<file path="src/rtl/par_to_ser_param.sv">
// -----------------------------------------------------------------------------
// par_to_ser_param
//   Parametrised parallel-to-serial transmitter. One WIDTH-bit word is shifted
//   onto a 1-bit line every WIDTH clk cycles. After reset a preamble of
//   SYNC_WORDS idle words is sent before data is accepted. Whenever no word is
//   accepted at a word boundary, IDLE_SYM is sent instead, so the line never
//   has a gap.
//
// Parameters
//   WIDTH       bits per word (>= 2)
//   IDLE_SYM    word transmitted when no data is accepted
//   SYNC_WORDS  idle words sent after reset before ready may assert (0 = none)
//   MSB_FIRST   1: bit WIDTH-1 leaves first, 0: bit 0 leaves first
//
// Ports
//   clk              in   1      clock, all logic on posedge
//   reset            in   1      asynchronous, active-high reset
//   valid            in   1      data_in holds a word to send
//   data_in          in   WIDTH  parallel word, sampled only on a handshake edge
//   ready            out  1      data_in is accepted at this posedge (combinational)
//   data_out_serial  out  1      serial bit stream
//   word_start       out  1      high while the first bit of a word is on the line
//   data_flag        out  1      high on every bit of a data word, low on idle words
//   dbg_state        out  1      0 = SYNC (preamble), 1 = ACTIVE
//
// Handshake: a word transfers on a posedge where valid && ready are both high.
//   valid may be raised at any time and does not need ready to be high first;
//   ready never depends on valid. data_in is only looked at on a transfer edge.
// -----------------------------------------------------------------------------
module par_to_ser_param #(
    parameter int              WIDTH      = 8,
    parameter logic [WIDTH-1:0] IDLE_SYM  = WIDTH'(8'hBC),
    parameter int              SYNC_WORDS = 4,
    parameter bit              MSB_FIRST  = 1'b1
) (
    input  logic             clk,
    input  logic             reset,
    input  logic             valid,
    input  logic [WIDTH-1:0] data_in,
    output logic             ready,
    output logic             data_out_serial,
    output logic             word_start,
    output logic             data_flag,
    output logic             dbg_state
);

    localparam int BCW = $clog2(WIDTH);
    localparam int SCW = (SYNC_WORDS < 1) ? 1 : $clog2(SYNC_WORDS + 1);

    localparam logic [BCW-1:0] LAST_BIT = BCW'(WIDTH - 1);
    localparam logic [SCW-1:0] SYNC_MAX = SCW'(SYNC_WORDS);

    typedef enum logic {
        ST_SYNC   = 1'b0,
        ST_ACTIVE = 1'b1
    } state_t;

    state_t           r_state;
    state_t           w_state_nxt;
    logic [WIDTH-1:0] r_sreg;
    logic [BCW-1:0]   r_bit_cnt;
    logic [SCW-1:0]   r_sync_cnt;
    logic             r_word_start;
    logic             r_data_flag;

    logic             w_boundary;
    logic             w_sync_done;
    logic             w_accept;

    assign w_boundary  = (r_bit_cnt == LAST_BIT);
    assign w_sync_done = (r_sync_cnt == SYNC_MAX);

    // The preamble is complete either once the state has moved to ACTIVE or
    // as soon as the idle count has reached its target. The second term only
    // matters at a boundary when SYNC_WORDS is 0: the very first edge after
    // reset then already accepts data. For SYNC_WORDS > 0 the count reaches
    // its target on a boundary edge and the state follows one edge later,
    // well before the next boundary, so both terms agree there.
    assign ready    = ((r_state == ST_ACTIVE) || w_sync_done) && w_boundary && !reset;
    assign w_accept = valid && ready;

    assign data_out_serial = MSB_FIRST ? r_sreg[WIDTH-1] : r_sreg[0];
    assign word_start      = r_word_start;
    assign data_flag       = r_data_flag;
    assign dbg_state       = (r_state == ST_ACTIVE);

    // -------------------------------------------------------------------------
    // State register
    // -------------------------------------------------------------------------
    always_ff @(posedge clk or posedge reset) begin
        if (reset) begin
            r_state <= ST_SYNC;
        end else begin
            r_state <= w_state_nxt;
        end
    end

    // -------------------------------------------------------------------------
    // Next state: SYNC leaves once the preamble count is reached; ACTIVE is
    // only left through reset.
    // -------------------------------------------------------------------------
    always_comb begin
        w_state_nxt = r_state;
        case (r_state)
            ST_SYNC:   if (w_sync_done) w_state_nxt = ST_ACTIVE;
            ST_ACTIVE: w_state_nxt = ST_ACTIVE;
            default:   w_state_nxt = ST_SYNC;
        endcase
    end

    // -------------------------------------------------------------------------
    // Shift register, bit counter, preamble counter and per-word flags
    // -------------------------------------------------------------------------
    always_ff @(posedge clk or posedge reset) begin
        if (reset) begin
            r_sreg       <= '0;
            r_bit_cnt    <= LAST_BIT;
            r_sync_cnt   <= '0;
            r_word_start <= 1'b0;
            r_data_flag  <= 1'b0;
        end else if (w_boundary) begin
            r_bit_cnt    <= '0;
            r_word_start <= 1'b1;
            if (w_accept) begin
                r_sreg      <= data_in;
                r_data_flag <= 1'b1;
            end else begin
                r_sreg      <= IDLE_SYM;
                r_data_flag <= 1'b0;
                // Only idle words sent during the preamble count towards it.
                if ((r_state == ST_SYNC) && !w_sync_done) begin
                    r_sync_cnt <= r_sync_cnt + 1'b1;
                end
            end
        end else begin
            r_bit_cnt    <= r_bit_cnt + 1'b1;
            r_word_start <= 1'b0;
            // Move the next bit into the head position, zero-fill behind it.
            if (MSB_FIRST) begin
                r_sreg <= {r_sreg[WIDTH-2:0], 1'b0};
            end else begin
                r_sreg <= {1'b0, r_sreg[WIDTH-1:1]};
            end
        end
    end

endmodule

</file>
<file path="config.mk">
export PLATFORM = sky130hd
export DESIGN_NAME = par_to_ser_param
export DESIGN_NICKNAME = d
export VERILOG_FILES = /design/src/rtl/par_to_ser_param.sv
export SDC_FILE = /design/constraint.sdc
export NUM_CORES = 1
export LEC_CHECK = 0
export ABC_CLOCK_PERIOD_IN_PS = 1900
export CORE_UTILIZATION = 46
export CTS_CLUSTER_SIZE = 12
export DETAILED_ROUTE_END_ITERATION = 8
export PLACE_DENSITY_LB_ADDON = 0.3
export SKIP_LAST_GASP = 1
export SYNTH_ARGS = -nofsm -noshare
export SYNTH_HDL_FRONTEND = slang
export SYNTH_SLANG_ARGS = --single-unit
</file>
<file path="constraint.sdc">
create_clock -name clk -period 1.9 [get_ports clk]
set_input_delay 0.38 -clock clk [delete_from_list [all_inputs] [get_ports clk]]
set_output_delay 0.38 -clock clk [all_outputs]
set_load 0.005 [all_outputs]
</file>
==> results of run 1 <==
what timing repair did:
item | CTS | global route
hold endpoints to repair | 0 | 0
cloned | 0 | 0
pin swaps | 1 | 0
hold buffers | 0 | 0
gates resized for setup | 4 | 2
endpoints found under the setup margin | 1 | 1
buffers inserted | 2 | 0
worst max-delay path, stage by stage, from the launching register on:
cell and delay, ps:
dfstp_2 550, ha_1 140, ha_2 170, and3_4 170, buf_2 110
cell usage in the layout, fill, tap and decap left out:
| cell | n |
|---|---|
| nor2b_4 | 1 |
| ha_2 | 2 |
| a21o_4 | 1 |
| o21ai_0 | 1 |
| xnor2_1 | 1 |
| o22ai_1 | 2 |
| inv_1 | 8 |
| o22a_1 | 5 |
| clkbuf_4 | 3 |
| buf_4 | 5 |
| clkdlybuf4s50_1 | 14 |
| dfstp_2 | 3 |
| dfrtp_1 | 14 |
| nor2_1 | 1 |
| a31oi_1 | 1 |
| nand2_2 | 1 |
| and2b_2 | 1 |
| buf_2 | 1 |
| nand4_4 | 1 |
| clkinv_2 | 1 |
| a21oi_1 | 1 |
| and3_4 | 1 |
| nand2_1 | 1 |
| ha_1 | 2 |
| and3_1 | 1 |
| mux2_4 | 1 |
power by group through the flow:
stage	clock network, mW	logic [mW]	registers, mW
final	0.183	0.0425	0.371
after global routing	0.212	0.0468	0.371
after CTS	0.191	0.0436	0.371
after detailed placement	0	0.0435	0.378
after global placement	0	0.0422	0.377
after floorplan	0	0.0128	0.377
how the worst max path moves through the flow:
| stage | startpoint | end | slack [ps] | depth (start not counted) |
|---|---|---|---|---|
| floorplan | r_bit_cnt[0] | r_sreg[2] | 420 | 5 |
| global placement | reset | ready | 20 | 4 |
| detailed placement | reset | ready | -20 | 4 |
| CTS | r_bit_cnt[0] | ready | 2 | 4 |
| global route | r_bit_cnt[0] | ready | 40 | 4 |
| finish | r_bit_cnt[0] | ready | 100 | 4 |
state kept, by name (all words and copies together), names as in the netlist:
name,flops
r_bit_cnt,3
r_sreg,8
dbg_state,1
data_flag,1
r_sync_cnt,3
word_start,1
metal layers:
layer  track usage, %  vias to the layer above  routed length [um]
met5                0                        -                   0
met4            5.000                        0                  14
met3            4.891                        2                  48
met2            29.69                       10                 615
met1            22.03                      221                 565
li1                 -                      220                   -
kinds of logic after synthesis:
family                   synth area share [%]
multiplexers                            2.142
buffers and inverters                   4.999
adder cells (fa/ha/maj)                 7.143
flip-flops                              61.25
AO/OA/AOI/OAI                           12.50
XOR/XNOR                                1.250
AND/OR/NAND/NOR                         10.71
stage by stage:
stage / utilization, % / instance area, um^2 / power, mW / setup TNS (ps)
floorplan: - / 700.7 / 0.3900 / 0
global placement: 64.93 / 887.1 / 0.4194 / 0
detailed placement: 64.93 / 887.1 / 0.4210 / -18.52
CTS: 68.32 / 933.4 / 0.6053 / 0
global route: 68.04 / 929.6 / 0.6307 / 0
finish: 68.04 / 929.6 / 0.5957 / 0
cell type report:
type	instances	area, um^2
Clock buffer	3	22.52
Clock inverter	1	5.005
Fill cell	93	436.7
Inverter	8	30.03
Multi-Input combinational cell	25	241.5
Sequential cell	17	429.2
Tap cell	15	18.77
Timing Repair Buffer	20	182.7
==> impl_metrics.tcl, run 1 <==
set metrics [dict create \
    outcome "completed" \
    synthArstFlopShare_pct 100.0 \
    core_mm2 0.001366 \
    layout_setup_ws_ps 103.2 \
    drive_gt1_share_pct 29.73 \
    syn-cell-area_um2 700.7 \
    stdcell_count 89 \
    yosys-top-cells-count "dfrtp_1, inv_1, o22a_1" \
    power_frac_comb_pct 7.1 \
    p_per_area_mw_per_mm2 640.8 \
    synthMostInstantiatedCell "dfrtp_1" \
    diodes 0 \
    ys_types 21 \
    ios 16 \
    routed_via_density 5.090 \
    avgSynthCellArea_um2 13.74 \
    crit_required_ps 1520 \
    io_buffers 15 \
    tightest_slew_ps 237.6 \
    hold_viol_final 0 \
    drtPass1Iterations 3 \
    cts_buffer_depth 2 \
    fp.dieW_um 41.03 \
    overflow 0 \
    startpoint_type "flop" \
    period_minus_slack_ps 1797 \
    gp_congestion 0.6227 \
    seqPwrFrac_pct 62.2 \
    synth_top_area_cell "dfrtp_1" \
    hold_ws_ps 437.2 \
    track_usage_pct 17.70 \
    p_sw_share_pct 20.50 \
    cts_root_buf "clkbuf_4" \
    clock_latency_ps 280 \
    vias 453 \
    min_path_type "in -> async" \
    ys_ff_latch 17 \
    yosysTopAreaCellShare_pct 50.00 \
    remaining_drc_errors 0 \
    finClkSkew_ps 4.373 \
    slew_headroom_pct 84.16 \
    peakVddDrop_mv 0.4617 \
    synth-edff-count 0 \
    area_growth_pct 32.68 \
    cts_tree "yes" \
    max_cap_viol_count 0 \
    syn_inst 51 \
    yosysWarnings 0 \
    cts_buffers 3 \
    grt_pass1_vias 425 \
    synth_nets 66 \
    cp_max_fo 2 \
    totalWireLength_um 1245 \
    dpl.hpwl_um 903.4 \
    cts.sink_count 17 \
    synth_ff_type "dfrtp_1" \
    synthTopCellsByArea "dfrtp_1, dfstp_2, ha_1" \
    r2r_start "r_bit_cnt[0]" \
    worstReg2RegEnd "r_sync_cnt[1]" \
    antenna_found_initial 0 \
    rsz0062_at_grt "no" \
    setup_viol 0 \
    arrival_ps 1420 \
    leakagePower_nw 0.4271 \
    switchingPower_uw 122.1 \
    setup.worst_path.class "reg -> out" \
    clk_pin_slew_ps 100 \
    row_count 13 \
    power.share.clock_pct 30.7 \
    slew_violations 0 \
    start_util_pct 51.28 \
    place_ws_ps -18.52 \
    internal-power_uw 473.6 \
    placedCellCount 83 \
    wire_per_inst_um 13.99 \
    ant_nets 0 \
    die-height_um 41.03 \
    fp.dieArea_mm2 0.001683 \
    htree_levels 1 \
    grt_max_degree 19 \
    ys_seq_area_share_pct 61.25 \
    ff2ff_path_depth 6 \
    initialDrtViolationCount 2 \
    post-route-period-util_pct 94.57 \
    grt_first_pass_wirelength_um 1876 \
    reg2reg_setup_slack_ps 180 \
    end_kind "output port" \
    num-nets-final 90 \
    max_freq_ghz 0.5565 \
]
Note: power is estimated with default switching activity, not from simulation.
==> run 2, diff against run 1 <==
--- a/config.mk
+++ b/config.mk
@@ -5,10 +5,10 @@
 export SDC_FILE = /design/constraint.sdc
 export NUM_CORES = 1
 export LEC_CHECK = 0
-export ABC_CLOCK_PERIOD_IN_PS = 1900
 export CORE_UTILIZATION = 46
 export CTS_CLUSTER_SIZE = 12
 export DETAILED_ROUTE_END_ITERATION = 8
+export GPL_ROUTABILITY_DRIVEN = 0
 export PLACE_DENSITY_LB_ADDON = 0.3
 export SKIP_LAST_GASP = 1
 export SYNTH_ARGS = -nofsm -noshare
==> results of run 2 <==
No change in the layout: final DEF, timing and power equal those of run 1.
